<file path="config.mk">
export PLATFORM = sky130hd
export DESIGN_NAME = alu_share_ctrl
export DESIGN_NICKNAME = d
export VERILOG_FILES = /design/src/rtl/alu_share_ctrl.sv
export SDC_FILE = /design/constraint.sdc
export NUM_CORES = 1
export LEC_CHECK = 0
export CAP_MARGIN = 20
export CORE_MARGIN = 2
export CORE_UTILIZATION = 41
export CTS_BUF_LIST = sky130_fd_sc_hd__clkbuf_4 sky130_fd_sc_hd__clkbuf_8
export CTS_CLUSTER_DIAMETER = 40
export DETAILED_ROUTE_END_ITERATION = 8
export GPL_TIMING_DRIVEN = 0
export PLACE_DENSITY_LB_ADDON = 0.1
export SYNTH_ARGS = -nofsm -noshare
export SYNTH_HDL_FRONTEND = slang
export SYNTH_SLANG_ARGS = --single-unit
export TNS_END_PERCENT = 20
</file>
<file path="constraint.sdc">
create_clock -name clk -period 1.6 [get_ports clk]
set_input_delay 0.4 -clock clk [delete_from_list [all_inputs] [get_ports clk]]
set_output_delay 0.4 -clock clk [all_outputs]
set_load 0.02 [all_outputs]
</file>
<file path="src/rtl/alu_share_ctrl.sv">
// ----------------------------------------------------------------------------
// alu_share_ctrl
//   Sequencer/arbiter that shares one combinational ALU between two
//   requesters. One operation is accepted at a time over a valid/ready
//   handshake. Its operands and opcode are held on the ALU inputs while the
//   operation executes. The ALU result is then registered and returned with
//   its zero flag and the requester index over a valid/ready response channel.
//
//   Flow per operation: IDLE (arbitrate/accept) -> EXEC (1 cycle, or
//   MUL_CYCLES cycles for a `MUL) -> RESP (hold until consumed) -> IDLE.
//
// Parameters
//   DW          operand/result width; must match the ALU (default `DSIZE)
//   MUL_CYCLES  EXEC cycles spent on a `MUL op (>=1); other ops take 1
//
// Ports
//   clk        rising-edge clock
//   rst_n      asynchronous active-low reset
//   req_valid  [1:0]      per-requester request valid (bit i = requester i)
//   req_ready  [1:0]      per-requester accept, at most one bit set
//   req_a      [2*DW-1:0] operand a, requester i at [i*DW +: DW]
//   req_b      [2*DW-1:0] operand b, same packing
//   req_op     [5:0]      3-bit opcode, requester i at [i*3 +: 3]
//   alu_a/alu_b/alu_op    operands and opcode driven to the shared ALU
//   alu_out/alu_zero      result and zero flag from the shared ALU
//   rsp_valid/rsp_ready   response handshake
//   rsp_id     requester index that owns the response
//   rsp_data   registered ALU result
//   rsp_zero   registered ALU zero flag
//   busy       high whenever an operation is in flight (state != IDLE)
//
// Configuration
//   ALU_SHARE_FIXED_PRIO_EN  defined: requester 0 always wins a tie.
//                            undefined (default): round robin on ties.
// ----------------------------------------------------------------------------
`ifndef DSIZE
`define DSIZE 16
`endif
`ifndef MUL
`define MUL 3'b101
`endif

module alu_share_ctrl #(
   parameter int DW         = `DSIZE,
   parameter int MUL_CYCLES = 2
) (
   input  logic            clk,
   input  logic            rst_n,
   input  logic [1:0]      req_valid,
   output logic [1:0]      req_ready,
   input  logic [2*DW-1:0] req_a,
   input  logic [2*DW-1:0] req_b,
   input  logic [5:0]      req_op,
   output logic [DW-1:0]   alu_a,
   output logic [DW-1:0]   alu_b,
   output logic [2:0]      alu_op,
   input  logic [DW-1:0]   alu_out,
   input  logic            alu_zero,
   output logic            rsp_valid,
   input  logic            rsp_ready,
   output logic            rsp_id,
   output logic [DW-1:0]   rsp_data,
   output logic            rsp_zero,
   output logic            busy
);

   // Counter only needs to hold MUL_CYCLES-1.
   localparam int CW = (MUL_CYCLES > 1) ? $clog2(MUL_CYCLES) : 1;

   typedef enum logic [1:0] {
      IDLE = 2'd0,
      EXEC = 2'd1,
      RESP = 2'd2
   } state_t;

   state_t          state;
   logic [CW-1:0]   cnt;
   logic [DW-1:0]   a_q;
   logic [DW-1:0]   b_q;
   logic [2:0]      op_q;
   logic            id_q;
`ifndef ALU_SHARE_FIXED_PRIO_EN
   logic            last_grant;
`endif

   logic            grant_vld;
   logic            grant_id;
   logic [DW-1:0]   sel_a;
   logic [DW-1:0]   sel_b;
   logic [2:0]      sel_op;

   // -------------------------------------------------------------------------
   // Arbitration: only meaningful in IDLE; no grant in any other state.
   // -------------------------------------------------------------------------
   always_comb begin
      // NOTE: every combinational output gets a default first so that no
      // path through the case leaves it unassigned (which would infer a latch).
      grant_vld = 1'b0;
      grant_id  = 1'b0;
      if (state == IDLE) begin
         case (req_valid)
            2'b01: begin
               grant_vld = 1'b1;
               grant_id  = 1'b0;
            end
            2'b10: begin
               grant_vld = 1'b1;
               grant_id  = 1'b1;
            end
            2'b11: begin
               grant_vld = 1'b1;
`ifdef ALU_SHARE_FIXED_PRIO_EN
               grant_id  = 1'b0;
`else
               grant_id  = ~last_grant;
`endif
            end
            default: begin
               grant_vld = 1'b0;
               grant_id  = 1'b0;
            end
         endcase
      end
   end

   assign req_ready = {grant_vld & grant_id, grant_vld & ~grant_id};

   // Payload of the granted requester.
   assign sel_a  = grant_id ? req_a[2*DW-1:DW] : req_a[DW-1:0];
   assign sel_b  = grant_id ? req_b[2*DW-1:DW] : req_b[DW-1:0];
   assign sel_op = grant_id ? req_op[5:3]      : req_op[2:0];

   // The latched operand registers are cleared on the way back to IDLE, so
   // they can drive the ALU directly and read as zero whenever idle.
   assign alu_a  = a_q;
   assign alu_b  = b_q;
   assign alu_op = op_q;

   assign busy   = (state != IDLE);

   // -------------------------------------------------------------------------
   // Sequencer
   // -------------------------------------------------------------------------
   always_ff @(posedge clk or negedge rst_n) begin
      if (!rst_n) begin
         state      <= IDLE;
         cnt        <= '0;
         a_q        <= '0;
         b_q        <= '0;
         op_q       <= '0;
         id_q       <= 1'b0;
`ifndef ALU_SHARE_FIXED_PRIO_EN
         last_grant <= 1'b1;
`endif
         rsp_valid  <= 1'b0;
         rsp_id     <= 1'b0;
         rsp_data   <= '0;
         rsp_zero   <= 1'b0;
      end else begin
         // NOTE: sequential state uses non-blocking assignments so every
         // register samples pre-edge values regardless of statement order.
         case (state)
            IDLE: begin
               if (grant_vld) begin
                  a_q  <= sel_a;
                  b_q  <= sel_b;
                  op_q <= sel_op;
                  id_q <= grant_id;
`ifndef ALU_SHARE_FIXED_PRIO_EN
                  last_grant <= grant_id;
`endif
                  // cnt counts the extra EXEC cycles still to wait.
                  cnt   <= (sel_op == `MUL) ? CW'(MUL_CYCLES - 1) : '0;
                  state <= EXEC;
               end
            end

            EXEC: begin
               if (cnt != '0) begin
                  cnt <= cnt - 1'b1;
               end else begin
                  rsp_data  <= alu_out;
                  rsp_zero  <= alu_zero;
                  rsp_id    <= id_q;
                  rsp_valid <= 1'b1;
                  state     <= RESP;
               end
            end

            RESP: begin
               // rsp_valid is always high here, so rsp_ready alone completes
               // the handshake. No new request is accepted in this cycle.
               if (rsp_ready) begin
                  rsp_valid <= 1'b0;
                  a_q       <= '0;
                  b_q       <= '0;
                  op_q      <= '0;
                  state     <= IDLE;
               end
            end

            default: begin
               state <= IDLE;
            end
         endcase
      end
   end

endmodule

</file>
==> results.md <==
* Outcome: finished, violations left
* Failing checks: setup timing
* Post-DP HPWL at 6.32 mm
* DRC Markers at 0
* Area growth syn-to-layout at 69.1%
* Htree depth at 3
* Worst slew pin tran at 0.650 ns
* Synth Warn # at 0
* Synth Instances at 271
* Routed Antenna Nets at 0
* Clock buffer depth at 2
* Pin count of the biggest net entering global routing at 34
* Final Core Density at 0.715
* WL final at approximately 8.9 mm
* Max-cap viol count at 0
* GP Congestion at 0.813
* Initial Util at 0.423
* Leakage at between 0.002 and 0.0025 uW
* Register area share after synthesis at 0.514
* Die ar. at 0.00770 sq mm
* Peak supply drop at 0.935 mV
* Overflow after GRT at 0
* Post-synth net total at between 300 and 400
* Initial antenna violation count at 1
* Core Region at 0.00679 sq mm
* Pwr dens at 1810 mW/mm^2
* First-pass DRT Iterations at 4
* Max Slew Vio Count at 0
* Final setup fails at 3
* Hold Vio Cnt, Final at 0
* WL/cell at around 16 um
* First-pass GRT wire length at between 10 and 15 mm
* Final Critical Period at roughly 1.8 ns
* Vias in the first global route at 2888
* CP max FO at 3
* CP Cell Sequence: nand2b_4 > buf_6 > and3_4 > buf_6
* Mean post-synth cell area at approximately 11 sq um
* Total GRT Usage at 0.239
* Cts bufs inserted at 9
* Overall die height at about 88 um
* Worst hold path class: primary input to async pin
* Rel. slew slack at 0.566
* Num rows at 30
* Final nets at about 530
* Clock-pin slew on the worst setup and hold paths at ~0.070 ns
* Final setup margin at -0.168 ns
* Most used cell, CP: buf_6
* Mapped Area at between 0.002 and 0.003 sq mm
* Share of cells above drive strength 1 at 0.209
* # IOs at 149
* CP startpoint kind: flip-flop
* Die Wd at 87.7 um
* Period utilization at 1.10
* Hold_buf cts at 0
* Total Power at 8820 uW
* Vias/cell at 5.15
* RSZ-0062 raised after global routing: true
* CP max stage delay at about 0.54 ns
* CTS tree: built
* CTS root buf: clkbuf_8
* Layout Cell Area excl Fill at around 0.0049 sq mm
* Crit-path slowest cell: dfstp_2
* Clock Skew at slightly above 0.007 ns
* Worst Setup End Kind: primary output
* Later-pin clock latency in the skew report at 0.32 ns
* Synthesis-stage register bit count at just under 60
* Yosys cell types at 33
* DR vias at 2794
* Number of clock sinks at a little under 60
* DRT iter0 DRCs at 147
* FMAX at 566 MHz
* Crit Path Class: flip-flop to primary output
* Critical path required time at about 1.2 ns
* Area of placed instances at 0.00450 sq mm
* Port Buffers at approximately 150
* Crit path arrival time at 1.37 ns
[cell usage in the layout (no fill, tap or decap), types with 3 or more instances in the layout]
master / Yosys / final
clkbuf_2: 0 / 3
clkdlybuf4s50_1: 0 / 88
dlygate4sd2_1: 0 / 55
clkbuf_8: 0 / 11
o32ai_2: 0 / 5
clkbuf_4: 0 / 4
buf_2: 14 / 3
buf_4: 1 / 19
buf_6: 0 / 6
inv_1: 35 / 35
nor2_1: 16 / 14
o32ai_1: 33 / 28
a21oi_1: 26 / 26
nor3_1: 11 / 11
buf_12: 1 / 3
mux2_2: 9 / 9
a22oi_1: 24 / 24
dfrtp_1: 58 / 56
mux2_4: 9 / 9
mux2i_1: 3 / 3
[kinds of logic (layout without fill, tap and decap cells)]
logic type,count (synthesis),count (layout),share of synthesized area
buf+inv,62,237,0.0940
compound gates,92,92,0.233
flops,59,59,0.514
other cells,0,1,0
mux,21,21,0.0927
simple gates,37,37,0.0662
[stage by stage]
| step | TNS (ns) | cells | hold slack, ns | setup WS, ns |
|---|---|---|---|---|
| detailed placement | -22.86 | 516 | 0.456 | -1.29 |
| floorplan | 0 | 271 | 0.104 | 0.0322 |
| global route | -0.797 | 543 | 0.145 | -0.211 |
| global placement | -131.40 | 515 | 0.485 | -1.88 |
| finish | -0.309 | 543 | 0.0928 | -0.168 |
| CTS | -2.03 | 540 | 0.103 | -0.189 |
[path summary, 6_finish.rpt]
check                            startpoint      endpoint  slack (ns)  depth (start not counted)
min in group clk                rsp_data[7]   rsp_data[7]        0.50                          1
worst max register to register     state[0]   rsp_data[2]        0.04                          5
worst min register to register  rsp_data[7]   rsp_data[7]        0.50                          1
worst min-delay path                  rst_n     alu_b[11]        0.09                          1
worst max-delay path             last_grant  req_ready[0]       -0.17                          4
max in group asynchronous             rst_n      state[0]        0.87                          2
[final cells by class]
type / instances / area, sq um
fillers: 543 / 1930
well taps: 96 / 120
plain buffers: 22 / 186
inverters: 37 / 141
repair buffers: 162 / 1540
diodes: 1 / 2.50
clock buffers: 12 / 159
clock inverters: 4 / 25.0
multi-input cells: 150 / 1200
flip-flops and latches: 59 / 1480
[routing by layer]
metal | track usage | share of wire
met1 | 0.317 | 0.43
met2 | 0.387 | 0.48
met3 | 0.0518 | 0.072
met4 | 0.0881 | 0.017
met5 | 0 | 0
[registers in the layout, summed over array words and instances, names as in the netlist]
signal / flops
alu_a: 16
alu_b: 16
alu_op: 3
cnt: 1
id_q: 1
last_grant: 1
rsp_data: 16
rsp_id: 1
rsp_valid: 1
rsp_zero: 1
state: 2
[critical path, delay by kind of cell (launching register included)]
kind                   cells  cell delay, ns
flip-flops                 1            0.54
buffers and inverters      2            0.20
AND/OR/NAND/NOR            2            0.29
[power breakdown]
part / internal [uW] / leakage (uW) / switching (uW) / total (uW)
combinational: 2350 / 0.00141 / 2660 / 5010
sequential: 2210 / 0.000723 / 365 / 2570
clock: 658 / 0.0000918 / 578 / 1240
total: 5210 / 0.00222 / 3600 / 8820
[cell usage after synthesis]
cell type  instances  area [sq um]
a21bo_2            1          10.0
a21boi_2           1          11.3
a21o_2             1          8.76
a21oi_1           26           130
a22oi_1           24           180
a31oi_1            1          6.26
and3_1             1          6.26
and3b_1            1          8.76
buf_1              1          3.75
buf_12             1          20.0
buf_2             14          70.1
buf_4              1          7.51
clkbuf_1           8          30.0
dfrtp_1           58          1450
dfstp_2            1          26.3
inv_1             35           131
inv_2              2          7.51
mux2_2             9           101
mux2_4             9           135
mux2i_1            3          30.0
nand2_1            2          7.51
nand2b_1           1          6.26
nand3b_1           1          7.51
nor2_1            16          60.1
nor2b_1            2          12.5
nor3_1            11          55.1
nor3_2             1          10.0
nor3_4             1          16.3
o21ai_0            1          5.00
o21ai_2            1          8.76
o22ai_1            2          12.5
o31ai_1            1          7.51
o32ai_1           33           289
[timing repair]
| item | in CTS | in global routing |
|---|---|---|
| pin swaps | 5 | 3 |
| setup endpoints to repair | 100 | 54 |
| setup buffers | 10 | 3 |
| gates resized for setup | 103 | 16 |
Power figures use the tool's default switching activity.
